**config.mk**
```make
export PLATFORM = sky130hd
export DESIGN_NAME = btn_debounce_flat
export DESIGN_NICKNAME = d
export VERILOG_FILES = /design/src/rtl/btn_debounce_pkg.sv /design/src/rtl/btn_debounce_if.sv /design/src/rtl/btn_debounce_chan.sv /design/src/rtl/btn_debounce.sv /design/src/flat_wrapper.sv
export SDC_FILE = /design/constraint.sdc
export NUM_CORES = 1
export LEC_CHECK = 0
export ABC_AREA = 1
export BUFFER_PORTS_ARGS = -buffer_cell sky130_fd_sc_hd__buf_4
export CAP_MARGIN = 15
export CORE_MARGIN = 8
export CORE_UTILIZATION = 55
export CTS_CLUSTER_SIZE = 24
export DETAILED_ROUTE_END_ITERATION = 8
export PLACE_DENSITY = 0.75
export REMOVE_ABC_BUFFERS = 1
export SYNTH_ARGS = -nofsm -noshare
export SYNTH_HDL_FRONTEND = slang
export SYNTH_HIERARCHICAL = 1
export SYNTH_SLANG_ARGS = --single-unit
```
**constraint.sdc**
```tcl
create_clock -name i_clk -period 1.3 [get_ports i_clk]
set_input_delay 0.13 -clock i_clk [delete_from_list [all_inputs] [get_ports i_clk]]
set_output_delay 0.13 -clock i_clk [all_outputs]
set_load 0.02 [all_outputs]
```
**src/rtl/btn_debounce_pkg.sv**
```systemverilog
// rtl/btn_debounce_pkg.sv - shared FSM encodings and counter sizing for the button debouncer
package btn_debounce_pkg;

  typedef enum logic {
    ST_STABLE   = 1'b0,
    ST_COUNTING = 1'b1
  } state_e;

  function automatic int cnt_width(input int unsigned max_count);
    return $clog2(max_count + 1);
  endfunction

endpackage

```
**src/rtl/btn_debounce_if.sv**
```systemverilog
// rtl/btn_debounce_if.sv - button pins in, debounced levels and edge pulses out
interface btn_debounce_if #(
  parameter int NBTN = 2
);
  logic [NBTN-1:0] i_btn_raw;
  logic [NBTN-1:0] o_btn;
  logic [NBTN-1:0] o_press;
  logic [NBTN-1:0] o_release;
  logic            o_any_press;

  modport master (
    output i_btn_raw,
    input  o_btn, o_press, o_release, o_any_press
  );

  modport slave (
    input  i_btn_raw,
    output o_btn, o_press, o_release, o_any_press
  );
endinterface

```
**src/rtl/btn_debounce_chan.sv**
```systemverilog
// rtl/btn_debounce_chan.sv - one debounce channel: 2-flop synchronizer, hold-time FSM, edge pulses
module btn_debounce_chan
  import btn_debounce_pkg::*;
#(
  parameter logic [15:0] DEBOUNCE_CYCLES = 16'd50000,
  parameter logic        ACTIVE_LOW      = 1'b0
) (
  input  logic i_clk,
  input  logic i_reset,
  input  logic i_raw,
  output logic o_btn,
  output logic o_press,
  output logic o_release,
  output logic o_press_next
);
  localparam int            CW      = cnt_width(int'(DEBOUNCE_CYCLES));
  localparam logic [CW-1:0] CNT_MAX = DEBOUNCE_CYCLES[CW-1:0];

  logic          sync1;
  logic          s;
  state_e        state;
  logic [CW-1:0] cnt;
  logic          accept;

  // The new level is taken on the (DEBOUNCE_CYCLES+1)-th consecutive differing sample.
  assign accept       = (state == ST_COUNTING) && (s != o_btn) && (cnt == CNT_MAX);
  assign o_press_next = accept && s;

  always_ff @(posedge i_clk or posedge i_reset) begin
    if (i_reset) begin
      sync1     <= 1'b0;
      s         <= 1'b0;
      state     <= ST_STABLE;
      cnt       <= '0;
      o_btn     <= 1'b0;
      o_press   <= 1'b0;
      o_release <= 1'b0;
    end else begin
      sync1     <= i_raw ^ ACTIVE_LOW;
      s         <= sync1;
      o_press   <= accept && s;
      o_release <= accept && !s;
      case (state)
        ST_STABLE: begin
          if (s != o_btn) begin
            state <= ST_COUNTING;
            cnt   <= CW'(1);
          end else begin
            cnt <= '0;
          end
        end
        ST_COUNTING: begin
          if (s == o_btn) begin
            state <= ST_STABLE;
            cnt   <= '0;
          end else if (accept) begin
            o_btn <= s;
            state <= ST_STABLE;
            cnt   <= '0;
          end else begin
            cnt <= cnt + 1'b1;
          end
        end
        default: begin
          state <= ST_STABLE;
          cnt   <= '0;
        end
      endcase
    end
  end

endmodule

```
**src/rtl/btn_debounce.sv**
```systemverilog
// rtl/btn_debounce.sv - NBTN independent debounce channels with a combined press interrupt
module btn_debounce
  import btn_debounce_pkg::*;
#(
  parameter int          NBTN            = 2,
  parameter logic [15:0] DEBOUNCE_CYCLES = 16'd50000,
  parameter logic        ACTIVE_LOW      = 1'b0
) (
  input  logic           i_clk,
  input  logic           i_reset,
  btn_debounce_if.slave  bus
);
  logic [NBTN-1:0] btn_w;
  logic [NBTN-1:0] press_w;
  logic [NBTN-1:0] release_w;
  logic [NBTN-1:0] press_next_w;
  logic            any_press_q;

  for (genvar g = 0; g < NBTN; g++) begin : g_chan
    btn_debounce_chan #(
      .DEBOUNCE_CYCLES(DEBOUNCE_CYCLES),
      .ACTIVE_LOW     (ACTIVE_LOW)
    ) u_chan (
      .i_clk       (i_clk),
      .i_reset     (i_reset),
      .i_raw       (bus.i_btn_raw[g]),
      .o_btn       (btn_w[g]),
      .o_press     (press_w[g]),
      .o_release   (release_w[g]),
      .o_press_next(press_next_w[g])
    );
  end

  // Registered from the channels' next-cycle press so it lines up with o_press.
  always_ff @(posedge i_clk or posedge i_reset) begin
    if (i_reset) begin
      any_press_q <= 1'b0;
    end else begin
      any_press_q <= |press_next_w;
    end
  end

  assign bus.o_btn       = btn_w;
  assign bus.o_press     = press_w;
  assign bus.o_release   = release_w;
  assign bus.o_any_press = any_press_q;

endmodule

```
**src/flat_wrapper.sv**
```systemverilog
// flat-port wrapper written by rule: the top's interface ports become plain ports
module btn_debounce_flat import btn_debounce_pkg::*;
#(
  parameter int          NBTN            = 2,
  parameter logic [15:0] DEBOUNCE_CYCLES = 16'd50000,
  parameter logic        ACTIVE_LOW      = 1'b0
)
  (i_clk, i_reset, bus_i_btn_raw, bus_o_btn, bus_o_press, bus_o_release, bus_o_any_press);
  btn_debounce_if #(.NBTN(NBTN)) bus_i ();
  input  logic i_clk;
  input  logic i_reset;
  input wire logic [$bits(bus_i.i_btn_raw)-1:0] bus_i_btn_raw;
  output wire logic [$bits(bus_i.o_btn)-1:0] bus_o_btn;
  output wire logic [$bits(bus_i.o_press)-1:0] bus_o_press;
  output wire logic [$bits(bus_i.o_release)-1:0] bus_o_release;
  output wire logic [$bits(bus_i.o_any_press)-1:0] bus_o_any_press;
  assign bus_i.i_btn_raw = bus_i_btn_raw;
  assign bus_o_btn = bus_i.o_btn;
  assign bus_o_press = bus_i.o_press;
  assign bus_o_release = bus_i.o_release;
  assign bus_o_any_press = bus_i.o_any_press;
  btn_debounce #(.NBTN(NBTN), .DEBOUNCE_CYCLES(DEBOUNCE_CYCLES), .ACTIVE_LOW(ACTIVE_LOW)) u_core (.i_clk(i_clk), .i_reset(i_reset), .bus(bus_i));
endmodule
```
# --- Word level (Yosys, flattened, before mapping) ---
# Cells that the tools add are included.
word_totals:
  ff_bits: 45
  latch_bits: 0
  mem_bits_rw: 0
  romBits: 0
  out_inout_bits: 7
  word_cells: 56
  n_memories: 0
op_classes:
  n_addsub: 2
  mul: 0
  div: 0
  order_cmp: 0
  eq_ne: 6
  shifts: 0
  muxes: 16
  bitwise: 4
  reduce_logical: 13
ops:
  columns: ["operator", "count"]
  rows:
  - ["$mux W16", 4]
  - ["$pmux W16 S2", 2]
  - ["$add A16 B1 Y16 const B", 2]
  - ["$eq A16 B16 Y1 const B", 2]
  - ["$logic_and A1 B1 Y1", 8]
  - ["$mux W1", 8]
  - ["$reduce_and A3 Y1", 2]
  - ["$not A1 Y1", 4]
  - ["$pmux W1 S2", 2]
  - ["$eq A1 B1 Y1", 2]
  - ["$logic_not A1 Y1", 2]
  - ["$ne A1 B1 Y1", 2]
  - ["$reduce_or A2 Y1", 1]

# --- Logic depth before layout (Yosys ltp) ---
logic_depth:
  depth_word: 6
  depth_mapped: 8

# --- Modules after synthesis ---
# Netlist, hierarchy kept.
modules_own_cells:
  columns: ["module", "instances", "cells_each", "area_each_um2"]
  rows:
  - ["btn_debounce_chan", 2, 152, 1188.6]
  - ["btn_debounce", 1, 5, 40.0]

# --- Worst setup path before layout ---
# No wires, ideal clock.
synth_path:
  kind: "register -> register"
  start: "reg u_core.g_chan[0].u_chan.cnt[0]"
  end: "reg u_core.g_chan[0].u_chan.state"
  setup_ns: 0.120
  arrival_time_ns: 1.178
  required_ns: 1.180
  slack_ns: 0.002
  stages_incl_launch_ff: 9
  n_path_buf: 1
  period_less_slack_ns: 1.298
  cell_sequence: "dfrtp_1 -> inv_1 -> ha_1 -> nand3_1 -> nor2_1 -> nand2_2 -> nand2_2 -> buf_6 -> nand2_1"
synth_via:
  elab_chain_cells: 5
synth_rtl:
  columns: ["element", "line", "source"]
  rows:
  - ["start, declared", "btn_debounce_chan.sv:22", "logic [CW-1:0] cnt;"]
  - ["start signal, assigned", "btn_debounce_chan.sv:61", "cnt <= cnt + 1'b1;"]
  - ["$eq A16 B16 Y1", "btn_debounce_chan.sv:26", "assign accept = (state == ST_COUNTING) && (s != o_btn) && (cnt == CNT_MAX);"]
  - ["$logic_and A1 B1 Y1", "btn_debounce_chan.sv:26", null]
  - ["$mux W1", "btn_debounce_chan.sv:56", "end else if (accept) begin"]
  - ["$mux W1", "btn_debounce_chan.sv:53", "if (s == o_btn) begin"]
  - ["$pmux W1 S2", "btn_debounce_chan.sv:43", "case (state)"]
  - ["end signal, assigned", "btn_debounce_chan.sv:46", "state <= ST_COUNTING;"]
  - ["end signal, assigned", "btn_debounce_chan.sv:54", "state <= ST_STABLE;"]
  - ["end signal, assigned", "btn_debounce_chan.sv:58", "state <= ST_STABLE;"]
  - ["end, declared", "btn_debounce_chan.sv:21", "state_e state;"]
# No other way between the ends.
# A chain may end at the register's enable or synchronous reset.

# --- Worst setup path after layout ---
layout_path:
  start: "reg u_core.g_chan[1].u_chan.cnt[0]"
  end: "reg u_core.g_chan[1].u_chan.cnt[14]"
layout_via:
  elab_chain_cells: 5
  word_cells_on_any_way: 6
  classes_between: "1 x add/sub; 1 x eq/ne; 3 x mux; 1 x reduce/logical"
layout_rtl:
  columns: ["element", "line"]
  rows:
  - ["start, declared", "btn_debounce_chan.sv:22"]
  - ["start signal, assigned", "btn_debounce_chan.sv:61"]
  - ["parallel branches: the longest is 2 deep, another holds $add A16 B1 Y16", null]
  - ["$mux W16 (*)", "btn_debounce_chan.sv:56"]
  - ["$mux W16 (*)", "btn_debounce_chan.sv:53"]
  - ["$pmux W16 S2 (*)", "btn_debounce_chan.sv:43"]
# Mark *: on every way between the ends.

==> out/qor.csv <==
stage;metric;value;unit
global_route;vias in the first global route;2138;
pwr;final total power;2.92;mW
placement;Placed Instance Area;0.00283;mm²
worst_setup_path;WP data arrival;1.66;ns
worst_setup_path;CP Cell Sequence;ha_2, nand2_2, inv_2, nand3_1, nor2_2, nand3_1, nand2_1, nor2_2;
detailed_routing;DRT Pass-1 Iters;6;
floorplan;# rows;24;
timing;Fmax;679;MHz
worst_setup_path;Worst Reg-to-Reg Cells;8;
global_route;antenna violations before repair;0;
timing;fin crit period;1.47;ns
floorplan;core area;0.00429;mm²
pwr;Seq pwr share;50.3;%
timing;final max-slew violation count;0;
flow_run;Max-Cap Viols;0;
timing;unrepaired setup endpoints after global routing;true;
final_layout;commonest non-fill, non-tap cell in the layout;nand2_1;
floorplan;overall die height;82.3;µm
final_layout;most frequent cells in the layout;54 x nand2_1, 48 x buf_4, 42 x dfrtp_1;
placement;pre-CTS WS;-0.0811;ns
worst_setup_path;Critical Path RT;1.49;ns
pwr;Sw Share;25.8;%
global_route;largest net degree at the start of global routing;23;
cts;CTS Buf Count;5;
synthesis;Seq cells post-synth;45;
cts;root buffer cell;clkbuf_8;
global_route;Overflow after GRT;0;
final_layout;Syn-to-layout area delta;38.3;%
timing;final worst slack;-0.174;ns
synthesis;top post-synthesis cells by area;dfrtp_1 47%, nor2_1 10%, nand2_1 9.2%;
synthesis;Yosys warning count;6;
final_layout;cell area after layout;0.00334;mm²
pwr;P_leak;1.51;nW
synthesis;Cells after Synth;309;
cts;CTS tree;yes;
worst_setup_path;highest-delay cell along the critical path;dfrtp_1;
detailed_routing;DR vias/cell;5.66;
final_layout;Filler cells;233;
synthesis;Mapped Area;0.00242;mm²
floorplan;IO Count;11;
cts;clock latency on the worst-skew pair;0.30;ns
detailed_routing;post-detailed-route DRC marker count;0;
synthesis;post-synthesis sequential area ratio;46.6;%
synthesis;Synth Area per Inst;7.82;µm²
detailed_routing;DRT iter0 DRCs;339;
run_status;status;complete, but fails checks;
global_route;first-pass GRT wire length;9320;µm
detailed_routing;Routed Antenna Nets;0;
worst_setup_path;Critical Path Source Type;flip-flop;
final_layout;Final Core Density;77.8;%
timing;endpoints failing setup;38;
timing;Worst slew margin;71.1;%
cts;CTS Sinks;45;
cts;CTS clock-pin slew for the worst setup and hold paths;0.09;ns
cts;Max clock buf depth;2;
pwr;cell-internal power;2.17;mW
run_status;failing checks;setup timing;
synthesis;top cell type's share of synthesized area;46.6;%
pwr;PwrDens;874;mW/mm²
global_route;GRT Util Overall;17.4;%
placement;dpl hpwl;3790;µm
worst_setup_path;CP Class;flip-flop to flip-flop;
worst_setup_path;CP max FO;4;
final_layout;# diodes;0;
detailed_routing;final WL;7200;µm
floorplan;Initial Util;56.3;%
final_layout;layout cells sized above 1;38.1;%
pwr;peak supply drop;0.000896;V
placement;Port Buf Inserts;10;
pwr;Clock power frac;36.9;%
pwr;switching pwr;0.754;mW
worst_setup_path;CP Capture Type;flip-flop;
placement;routability cong.;0.890;
worst_setup_path;CP max stage delay;0.44;ns
cts;H-tree levels;2;
synthesis;Synth area leader;dfrtp_1;
timing;hold slack;0.250;ns
worst_hold_path;Hold Crit Class;primary input to asynchronous set/reset pin;
timing;skew final;0.0115;ns
timing;final hold viol count;0;
timing;Worst-Margin Slew;0.431;ns
detailed_routing;drt wl/cell;16.9;µm
detailed_routing;Vias;2415;
timing;fin crit share;113;%
floorplan;Die W;82.3;µm
synthesis;Netlist cell types;20;
pwr;Comb pwr share;12.8;%
final_layout;# nets final;382;
floorplan;Die Area;0.00677;mm²
==> cell families after synthesis <==
group / count (synthesis) / share of synthesized area (%)
AOI/OAI and AO/OA: 10 / 2.48
xor gates and xnor gates: 8 / 2.90
adders and majority gates: 4 / 2.07
buffers and inverters: 47 / 7.92
DFF: 45 / 46.6
and+or+nand+nor: 195 / 38.0
==> path summary, 6_finish.rpt <==
check | start | slack (ns) | end
worst max-delay path | u_core/g_chan[1].u_chan/cnt[0]$_DFF_PP0_ | -0.17 | u_core/g_chan[1].u_chan/cnt[14]$_DFF_PP0_
worst min-delay path | i_reset | 0.25 | u_core/bus.o_any_press$_DFF_PP0_
worst max register to register | u_core/g_chan[1].u_chan/cnt[0]$_DFF_PP0_ | -0.17 | u_core/g_chan[1].u_chan/cnt[14]$_DFF_PP0_
worst min register to register | u_core/g_chan[1].u_chan/sync1$_DFF_PP0_ | 0.36 | u_core/g_chan[1].u_chan/s$_DFF_PP0_
max in group asynchronous | i_reset | 0.59 | u_core/g_chan[1].u_chan/cnt[1]$_DFF_PP0_
min in group i_clk | u_core/g_chan[1].u_chan/sync1$_DFF_PP0_ | 0.36 | u_core/g_chan[1].u_chan/s$_DFF_PP0_
==> registers in the layout, indices dropped and copies added (netlist names) <==
name / flops
u_core/bus.o_any_press: 1
u_core/g_chan.u_chan/cnt: 32
u_core/g_chan.u_chan/o_btn: 2
u_core/g_chan.u_chan/o_press: 2
u_core/g_chan.u_chan/o_release: 2
u_core/g_chan.u_chan/s: 2
u_core/g_chan.u_chan/state: 2
u_core/g_chan.u_chan/sync1: 2
==> stage by stage <==
step	instances	TNS, ns
after global placement	405	-0.357
after detailed placement	405	-1.73
after global routing	427	-6.69
after floorplan	307	-0.110
final	427	-3.91
after CTS	418	-0.157
==> layer usage <==
layer | up-vias | routed length (µm) | global-route usage [%]
met5 | - | 0 | 0
li1 | 1098 | - | -
met4 | 0 | 72 | 5.26
met3 | 14 | 522 | 3.46
met2 | 143 | 3580 | 27.5
met1 | 1160 | 3030 | 23.6
==> worst max-delay path, delay by kind of cell, from the launching register on <==
family / cells / cell delay (ns)
AND/OR/NAND/NOR: 6 / 0.63
buffers and inverters: 1 / 0.08
adder cells (fa/ha/maj): 1 / 0.23
flip-flops: 1 / 0.44
==> cell usage after synthesis <==
| master | count |
|---|---|
| nor2_4 | 4 |
| a21oi_1 | 4 |
| buf_6 | 2 |
| nand4_1 | 6 |
| dfrtp_1 | 45 |
| nor2_2 | 4 |
| o21ai_0 | 2 |
| nand3_1 | 40 |
| xor2_1 | 4 |
| nand2_2 | 4 |
| nor2_1 | 66 |
| nor3_2 | 6 |
| ha_1 | 4 |
| nand2_1 | 59 |
| nand3b_1 | 2 |
| nor3_1 | 2 |
| xnor2_1 | 4 |
| nor3_4 | 2 |
| inv_1 | 45 |
| o21bai_1 | 4 |
==> area by class of cell <==
cell class	instances	area [µm²]	share of cell area, %
clock buffer	6	72.6	2.17
clock inverter	2	38.8	1.16
inverter	45	169	5.05
multi-input combinational	217	1360	40.6
sequential	45	1130	33.8
tap	52	65.1	1.95
timing repair buffer	60	509	15.2
==> power groups by stage <==
stage | clock, mW | sequential [mW] | combinational, mW
after CTS | 1.07 | 1.46 | 0.283
after global routing | 1.15 | 1.47 | 0.394
after global placement | 0 | 1.48 | 0.228
final | 1.08 | 1.47 | 0.374
after detailed placement | 0 | 1.48 | 0.238
after floorplan | 0 | 1.48 | 0.145
==> repair_timing <==
item / 4_1_cts / 5_1_grt
setup endpoints to repair: 30 / 38
setup buffers: 2 / 9
pin swaps: 12 / 26
hold endpoints to repair: 47 / 0
gates resized for setup: 27 / 54
hold buffers: 3 / 0
Note: power is estimated with default switching activity, not from simulation.
